===== config.mk =====
export PLATFORM = sky130hd
export DESIGN_NAME = ahb_burst_master
export DESIGN_NICKNAME = d
export VERILOG_FILES = /design/src/rtl/ahb_burst_master.sv
export SDC_FILE = /design/constraint.sdc
export NUM_CORES = 1
export LEC_CHECK = 0
export ABC_AREA = 0
export CORE_MARGIN = 5
export CORE_UTILIZATION = 44
export CTS_CLUSTER_SIZE = 10
export DETAILED_ROUTE_END_ITERATION = 8
export PLACE_DENSITY_LB_ADDON = 0.15
export SYNTH_ARGS = -nofsm -noshare
export SYNTH_HDL_FRONTEND = slang
export SYNTH_SLANG_ARGS = --single-unit

===== constraint.sdc =====
create_clock -name Hclk -period 5.85 [get_ports Hclk]
set_input_delay 1.755 -clock Hclk [delete_from_list [all_inputs] [get_ports Hclk]]
set_output_delay 1.755 -clock Hclk [all_outputs]
set_load 0.01 [all_outputs]

===== src/rtl/ahb_burst_master.sv =====
// AHB-Lite burst master: turns one command into a SINGLE/INCRx transfer sequence on the bus.
// Latency: first address phase the cycle after cmd accept; done/err strobe with the final bus response.
// Backpressure: Hready_out low freezes address/control and Hwdata; cmd_ready is high only in IDLE.
module ahb_burst_master #(
    parameter int         DATA_W    = 32,
    parameter int         ADDR_W    = 32,
    parameter int         MAX_BEATS = 16,
    parameter logic [3:0] HPROT_VAL = 4'b0011
) (
    input  logic                           Hclk,
    input  logic                           Hresetn,
    input  logic                           cmd_valid,
    output logic                           cmd_ready,
    input  logic                           cmd_write,
    input  logic [ADDR_W-1:0]              cmd_addr,
    input  logic [$clog2(MAX_BEATS+1)-1:0] cmd_beats,
    input  logic [2:0]                     cmd_size,
    input  logic [DATA_W-1:0]              wr_data,
    output logic                           wr_pop,
    output logic [DATA_W-1:0]              rd_data,
    output logic                           rd_valid,
    output logic                           done,
    output logic                           err,
    output logic [ADDR_W-1:0]              Haddr,
    output logic [1:0]                     Htrans,
    output logic                           Hwrite,
    output logic [2:0]                     Hsize,
    output logic [2:0]                     Hburst,
    output logic [3:0]                     Hprot,
    output logic [DATA_W-1:0]              Hwdata,
    input  logic                           Hready_out,
    input  logic                           Hresp,
    input  logic [DATA_W-1:0]              Hrdata
);

    localparam int BEAT_W   = $clog2(MAX_BEATS + 1);
    localparam int MAX_SIZE = $clog2(DATA_W / 8);

    typedef enum logic [2:0] {IDLE, NSEQ, SEQ, LAST, ERR2} state_t;

    // Address-phase control held for the whole burst.
    typedef struct packed {
        logic              write;
        logic [ADDR_W-1:0] addr;
        logic [2:0]        size;
        logic [2:0]        burst;
    } ctl_t;

    state_t            state_q, state_d;
    ctl_t              ctl_q;
    logic [BEAT_W-1:0] rem_q;      // address beats still to issue after the one on the bus
    logic              cross_q;    // beat on the bus restarts the burst after a 1 KB crossing
    logic [DATA_W-1:0] hwdata_q;
    logic [3:0]        hprot_q;
    logic              live_q;     // first clock after reset release has been seen

    logic [BEAT_W-1:0] cmd_n;
    logic [2:0]        cmd_sz;
    logic [2:0]        cmd_burst;
    logic [ADDR_W-1:0] next_addr;
    logic              next_cross;
    logic              addr_beat;
    logic              dphase;
    logic              accept;
    logic              cmd_take;

    // A zero beat count means one beat; oversized transfers clamp to the bus width.
    assign cmd_n  = (cmd_beats == '0) ? BEAT_W'(1) : cmd_beats;
    assign cmd_sz = (cmd_size > 3'(MAX_SIZE)) ? 3'(MAX_SIZE) : cmd_size;

    // Burst encoding from the beat count; undefined lengths use INCR.
    always_comb begin
        cmd_burst = 3'b001;
        case (int'(cmd_n))
            1:       cmd_burst = 3'b000;
            4:       cmd_burst = 3'b011;
            8:       cmd_burst = 3'b101;
            16:      cmd_burst = 3'b111;
            default: cmd_burst = 3'b001;
        endcase
    end

    assign next_addr  = ctl_q.addr + (ADDR_W'(1) << ctl_q.size);
    assign next_cross = next_addr[ADDR_W-1:10] != ctl_q.addr[ADDR_W-1:10];
    assign addr_beat  = (state_q == NSEQ) || (state_q == SEQ);
    assign dphase     = (state_q == SEQ) || (state_q == LAST);
    assign accept     = addr_beat && Hready_out && !Hresp;
    assign cmd_take   = cmd_valid && cmd_ready;

    // State register.
    always_ff @(posedge Hclk or negedge Hresetn) begin
        if (!Hresetn) state_q <= IDLE;
        else          state_q <= state_d;
    end

    // Next state: step on accepted beats, divert to ERR2 on the first ERROR cycle.
    always_comb begin
        state_d = state_q;
        case (state_q)
            IDLE: if (cmd_take) state_d = NSEQ;
            NSEQ: if (Hready_out) state_d = (rem_q == '0) ? LAST : SEQ;
            SEQ: begin
                if (Hresp)                             state_d = Hready_out ? IDLE : ERR2;
                else if (Hready_out && rem_q == '0)    state_d = LAST;
            end
            LAST: begin
                if (Hresp)           state_d = Hready_out ? IDLE : ERR2;
                else if (Hready_out) state_d = IDLE;
            end
            ERR2: if (Hready_out) state_d = IDLE;
            default: state_d = IDLE;
        endcase
    end

    // Address/control register: loads on command accept, steps on each accepted non-final beat.
    always_ff @(posedge Hclk or negedge Hresetn) begin
        if (!Hresetn) begin
            ctl_q   <= '0;
            rem_q   <= '0;
            cross_q <= 1'b0;
        end else if (cmd_take) begin
            ctl_q.write <= cmd_write;
            ctl_q.addr  <= cmd_addr;
            ctl_q.size  <= cmd_sz;
            ctl_q.burst <= cmd_burst;
            rem_q       <= cmd_n - BEAT_W'(1);
            cross_q     <= 1'b0;
        end else if (accept && (rem_q != '0)) begin
            ctl_q.addr <= next_addr;
            if (next_cross) ctl_q.burst <= 3'b001;
            rem_q      <= rem_q - BEAT_W'(1);
            cross_q    <= next_cross;
        end
    end

    // Write data follows its address beat into the data phase and holds through waits.
    always_ff @(posedge Hclk or negedge Hresetn) begin
        if (!Hresetn)                  hwdata_q <= '0;
        else if (accept && ctl_q.write) hwdata_q <= wr_data;
    end

    // Hprot and cmd_ready stay low in reset and come up on the first clock after release.
    always_ff @(posedge Hclk or negedge Hresetn) begin
        if (!Hresetn) begin
            hprot_q <= 4'b0000;
            live_q  <= 1'b0;
        end else begin
            hprot_q <= HPROT_VAL;
            live_q  <= 1'b1;
        end
    end

    // Transfer type decoded from state; a post-crossing beat restarts as NONSEQ.
    always_comb begin
        Htrans = 2'b00;
        case (state_q)
            NSEQ:    Htrans = 2'b10;
            SEQ:     Htrans = cross_q ? 2'b10 : 2'b11;
            default: Htrans = 2'b00;
        endcase
    end

    assign Haddr     = ctl_q.addr;
    assign Hwrite    = ctl_q.write;
    assign Hsize     = ctl_q.size;
    assign Hburst    = ctl_q.burst;
    assign Hprot     = hprot_q;
    assign Hwdata    = hwdata_q;
    assign cmd_ready = (state_q == IDLE) && live_q;

    // Strobes are state decodes qualified by the slave handshake of the current cycle.
    assign wr_pop   = accept && ctl_q.write;
    assign rd_valid = dphase && !ctl_q.write && Hready_out && !Hresp;
    assign rd_data  = rd_valid ? Hrdata : '0;
    assign done     = (state_q == LAST) && Hready_out && !Hresp;
    assign err      = Hready_out && ((state_q == ERR2) || (dphase && Hresp));

endmodule


==> results of run 1 <==
[Yosys cell counts, types with 2 or more instances]
cell       number  area [um2]
a211oi_1        4        30.0
a21o_1          3        22.5
a21oi_1        18        90.1
a31o_2          2        17.5
a31oi_1        20         125
and2_1         35         219
and3_1          4        25.0
and4_1          2        17.5
buf_2           8        40.0
buf_4           4        30.0
clkbuf_1       17        63.8
conb_1          2        7.51
dfrtp_1        81        2030
ha_1           13         163
inv_1          11        41.3
mux2_2         32         360
nand2_1        44         165
nand3_1        16        80.1
nand4_1         5        31.3
nor2_1         42         158
nor2b_1         3        18.8
nor3_1          9        45.0
nor3b_1         4        30.0
nor4_1          2        12.5
nor4b_1         2        17.5
o2111ai_1       2        17.5
o211ai_1        7        52.6
o21ai_0        21         105
o31ai_1        10        75.1
or2_2           2        12.5
or3_1           8        50.1
or4_1          10        75.1
xnor2_1        10        87.6
xor2_1          9        78.8
[kinds of logic after synthesis]
family,after synthesis
AOI/OAI and AO/OA,94
xor gates and xnor gates,19
adders and majority gates,14
buffers and inverters,42
DFF,81
muxes,32
other,2
and+or+nand+nor,194
[metrics by stage]
stage / total power [mW] / hold slack [ns] / setup WS, ns / instances
after global routing: 3.12 / 0.522 / 0.206 / 824
after CTS: 2.94 / 0.513 / 0.382 / 824
after detailed placement: 2.55 / 0.494 / 0.399 / 808
after global placement: 2.51 / 0.485 / 0.469 / 808
after floorplan: 1.77 / 0.496 / 1.40 / 479
final: 2.91 / 0.509 / 0.386 / 824
[cells in the final DEF (no fill, tap or decap), types with 3 or more instances in the layout]
| cell type | count |
|---|---|
| o211ai_1 | 7 |
| and2_1 | 35 |
| clkdlybuf4s50_1 | 220 |
| xor2_1 | 9 |
| nand2_1 | 43 |
| xnor2_1 | 10 |
| a31oi_1 | 20 |
| a21oi_1 | 18 |
| clkinv_2 | 3 |
| nand3_1 | 16 |
| or4_1 | 10 |
| nor3_1 | 9 |
| dfrtp_1 | 81 |
| or3_1 | 8 |
| a211oi_1 | 4 |
| nor3b_1 | 4 |
| mux2_2 | 32 |
| nor2_1 | 42 |
| o31ai_1 | 10 |
| buf_4 | 4 |
| a21o_1 | 3 |
| o21ai_0 | 21 |
| inv_1 | 11 |
| nand4_1 | 5 |
| and3_1 | 4 |
| nor2b_1 | 3 |
| clkbuf_8 | 10 |
| ha_1 | 13 |
| conb_1 | 3 |
[flip-flops by register name (all words and copies together), names as in the netlist]
register  count
Haddr        32
Hwdata       32
rem_q         5
Hburst        3
Hsize         3
state_q       3
Hprot         1
Hwrite        1
cross_q       1
[worst max-delay path by stage]
stage                              to  cells past startpoint
after floorplan           rd_data[22]                      5
after global placement    rd_data[29]                      7
after detailed placement  rd_data[11]                      7
after CTS                 rd_data[11]                      7
after global routing       rd_data[7]                      7
final                     rd_data[11]                      7
[critical path, stage by stage]
cell             delay (ns)
clkdlybuf4s50_1        0.54
nor2b_1                0.24
nand2_1                0.10
nor2_1                 0.09
buf_4                  0.25
and2_1                 0.17
clkdlybuf4s50_1        0.56
[routing by layer]
metal	wire length (um)	track usage, %	part of all wire [%]
met1	5990	28.2	43
met5	0	0	0
met3	753	4.29	5.4
met4	99	4.46	0.71
met2	7040	37.8	51
[power by group through the flow]
stage,Clock [mW],Sequential (mW),Combinational [mW]
detailed placement,0,1.07,1.48
floorplan,0,1.11,0.655
CTS,0.389,1.06,1.49
global route,0.412,1.10,1.61
global placement,0,1.06,1.45
finish,0.376,1.06,1.47
[layout make-up]
cell class | instances | share of cell area [%]
inverter | 11 | 0.591
clock inverter | 6 | 0.573
timing repair buffer | 224 | 31.9
clock buffer | 10 | 1.97
multi-input combinational | 356 | 33.5
sequential | 81 | 29.0
tap | 136 | 2.43
==> flow_metrics.tcl, run 1 <==
set metrics [dict create \
    start_kind "input port" \
    worstReg2RegEnd "Haddr[29]" \
    placed_area_mm2 0.00681 \
    die_height_um 112 \
    p_clk_share_pct 13.0 \
    insertion_delay_ns 0.34 \
    async_flop_share_pct 100 \
    hold_start "Hwdata[9]" \
    cts_root_buffer "clkbuf_8" \
    grt_pass1_wl_mm 22.3 \
    skew_ns 0.0167 \
    core.rowCount 37 \
    die_w_um 112 \
    path_clk_slew_ns 0.08 \
    setup_viol_count_final 0 \
    synthMuxAreaShare_pct 7.93 \
    ys_seq_area_share_pct 44.6 \
    cts_setup_buffers 0 \
    hold_path_depth 1 \
    startpoint "Hready_out" \
    final-max-slew-violation-count 0 \
    vias 4279 \
    power.density_mw_per_mm2 416 \
    nFillCells 847 \
    floorplan.initialDensity_pct 44.6 \
    slew_headroom_pct 26.5 \
    cp_max_fo 33 \
    die-area_mm2 0.0125 \
    post-route-cell-area_mm2 0.00699 \
    area_growth_pct 53.7 \
    synthSimpleGateAreaFrac_pct 22.5 \
    synth_xor_area_share_pct 3.66 \
    tightest_slew_ns 1.09 \
    rrSetupSlack_ns 2.64 \
    final_core_utilization_pct 68.6 \
    nets 807 \
    io_pins 224 \
    synth_compound_area_share_pct 13.1 \
    cts_resized 0 \
    cts_hold_buf 0 \
    yosys_warnings 0 \
    rsz0062_at_grt "no" \
    grt-ovfl-total 0 \
    synth-seq-cells 81 \
    ant_nets 0 \
    p_leak_nw 2.85 \
    port_buffers 221 \
    wl_per_cell_um 16.9 \
    pwr-share-comb_pct 50.6 \
    internal_power_mw 1.81 \
    cts.sinks 81 \
    crit_type "input port to primary output" \
    first_iter_violations 207 \
    cts_buffer_depth 2 \
    period_share_pct 93.4 \
    cap_violations 0 \
    htreeDepth 3 \
    seqPwrFrac_pct 36.5 \
    cts_tree "done" \
    grt_usage_pct 21.7 \
    critical_path_required_ns 4.09 \
    multi_input_comb_area_mm2 0.00234 \
    swShare_pct 37.7 \
    gp_congestion 0.806 \
    synth_top_family_by_area "simple AND/OR/NAND/NOR gates" \
    drive_above_1_share_pct 8.72 \
    grt_max_degree 82 \
    drc_errors 0 \
    worstPathArrival_ns 3.71 \
    reg2reg_from "Hsize[2]" \
    worst_r2r_path_depth 7 \
    synthDistinctLibCells 50 \
    clock.fmax_mhz 183 \
    synth_area_mm2 0.00455 \
    min_period_ns 5.46 \
    critPathCaptureType "primary output" \
    regArea_mm2 0.00203 \
    min_path_type "flop to flop" \
    cts_inserted_buffers 9 \
    run_status "finished clean" \
    finalHoldViolCount 0 \
    antenna_found_initial 0 \
    grt_pass1_vias 4259 \
    synth_edf_count 0 \
    ys.flop_type "dfrtp_1" \
    antenna_cells 0 \
    dp_hpwl_mm 10.7 \
    power_switching_mw 1.10 \
    core_area_mm2 0.0102 \
    setup_tns_ns 0 \
    viasPerCell 5.19 \
    postSynthAreaPerCell_um2 9.51 \
    peakVddDrop_uv 216 \
    yosys.area_share.adder_pct 4.02 \
    hold-path-endpoint "Hwdata[9]" \
    synthCells 478 \
    dr.pass1.iters 4 \
    wl_mm 13.9 \
]
(Power assumes the default switching activity.)
==> run 2, diff against run 1 <==
Settings changed: TNS_END_PERCENT set to 5.
==> results of run 2 <==
No change in the layout: final DEF, timing and power equal those of run 1.
==> run 3, diff against run 2 <==
Settings changed: CORE_MARGIN 5 to not set, CORE_UTILIZATION 44 to 38.
==> run 3 against run 2 <==
Die area down 0.48%. Combinational power about the same. Clock skew down 0.0054 ns. Cell count up 0.97%. Highest routed layer unchanged. The run now ends with design-rule violations left. Largest power group unchanged. Fmax up 0.13%. Power up 7.7%.
==> flow_metrics.tcl, run 3 (same netlist as run 1, synthesis figures left out) <==
set metrics [dict create \
    finalHoldViolCount 0 \
    grt_use_met1_pct 29.2 \
    first_iter_violations 196 \
    min_period_ns 5.46 \
    port_buffers 221 \
    use_met2_pct 37.2 \
    tightest_slew_ns 1.12 \
    clock.fmax_mhz 183 \
    cts_inserted_buffers 9 \
    min_path_type "flop to flop" \
    grt_pass1_wl_mm 21.9 \
    cts_hold_buf 0 \
    wl_per_cell_um 16.2 \
    start_kind "input port" \
    cap_violations 0 \
    p_leak_nw 2.91 \
    ant_nets 0 \
    violations "design-rule violations" \
    final_cell_mix "clkdlybuf4s50_1, dfrtp_1, nand2_1" \
    cts_root_buffer "clkbuf_16" \
    run_status "complete, but fails checks" \
    wl_mm 13.5 \
    die_w_um 111 \
    drc_errors 36 \
    final-max-slew-violation-count 0 \
    core_area_mm2 0.0115 \
    cts_buffer_depth 2 \
    drive_above_1_share_pct 8.85 \
    worstPathArrival_ns 3.70 \
    dr.pass1.iters 6 \
    setup_ws_ns 0.393 \
    grtUsageMet3_pct 4.84 \
    dp_hpwl_mm 10.4 \
    cts_setup_buffers 0 \
    setup_viol_count_final 0 \
    viasPerCell 5.11 \
    htreeDepth 3 \
    insertion_delay_ns 0.33 \
    top_usage_layer "met2" \
    timing.hold.ws_ns 0.500 \
    core.rowCount 39 \
    antenna_cells 0 \
    critPathCaptureType "primary output" \
    period_share_pct 93.3 \
    grt_usage_pct 22.0 \
    nets 808 \
    cts.sinks 81 \
    gp_congestion 0.837 \
    vias 4250 \
    cts_resized 0 \
    cts_tree "done" \
    path_clk_slew_ns 0.06 \
    critical_path_required_ns 4.09 \
    slew_headroom_pct 24.8 \
    rsz0062_at_grt "no" \
    mostFrequentLayoutCell "clkdlybuf4s50_1" \
    skew_ns 0.0113 \
    die_height_um 111 \
    floorplan.initialDensity_pct 39.5 \
    area_growth_pct 57.0 \
    antenna_found_initial 0 \
    grt_max_degree 82 \
    grt-ovfl-total 0 \
    crit_type "input port to primary output" \
    grt_pass1_vias 4109 \
    peakVddDrop_uv 254 \
    cp_max_fo 33 \
    io_pins 224 \
    setup_tns_ns 0 \
    die-area_mm2 0.0124 \
    power.density_mw_per_mm2 438 \
    place_ws_ns 0.408 \
]
## run 3: worst paths after layout
path / startpoint / depth (start not counted) / slack (ns) / endpoint
setup / recovery: Hready_out / 7 / 0.39 / rd_data[6]
hold / removal: Hwdata[16] / 1 / 0.50 / Hwdata[16]
setup reg to reg: Hsize[1] / 8 / 2.67 / Haddr[30]
hold reg to reg: Hwdata[16] / 1 / 0.50 / Hwdata[16]
max in group asynchronous: Hresetn / 1 / 3.60 / Hwrite
min in group asynchronous: Hresetn / 1 / 1.59 / Hwdata[2]
## run 3: layer usage
layer  part of all wire, %  vias up  routed length (um)
li1                      -     2101                   -
met3                   6.5        6                 871
met5                     0        -                   0
met4                  0.41        0                  56
met1                    45     2008                6020
met2                    48      135                6540
## run 3: final cells by class
type | instances | area [um2]
Clock inverter | 6 | 72.6
Tap cell | 143 | 179
Timing Repair Buffer | 225 | 2240
Clock buffer | 10 | 239
Inverter | 11 | 41.3
Sequential cell | 81 | 2030
Multi-Input combinational cell | 356 | 2340
Fill cell | 1005 | 4380
## run 3: power by group
part	leakage, nW	switching, mW	internal [mW]
sequential	0.974	0.255	0.816
clock	0.155	0.239	0.349
combinational	1.78	0.641	0.829
total	2.91	1.14	1.99
## run 3: stage by stage
stage	cells	util (%)	total power, mW	area, um2
floorplan	479	-	1.77	4550
global placement	816	59.3	2.52	6830
detailed placement	816	59.3	2.56	6830
CTS	832	62.0	3.16	7140
global route	832	62.0	3.35	7140
finish	832	62.0	3.13	7140
## run 3: critical path: stages
cell and delay (ns):
clkdlybuf4s50_1 0.54, nor2b_1 0.23, nand2_1 0.10, nor2_1 0.09, buf_4 0.25, and2_1 0.18, clkdlybuf4s50_1 0.55
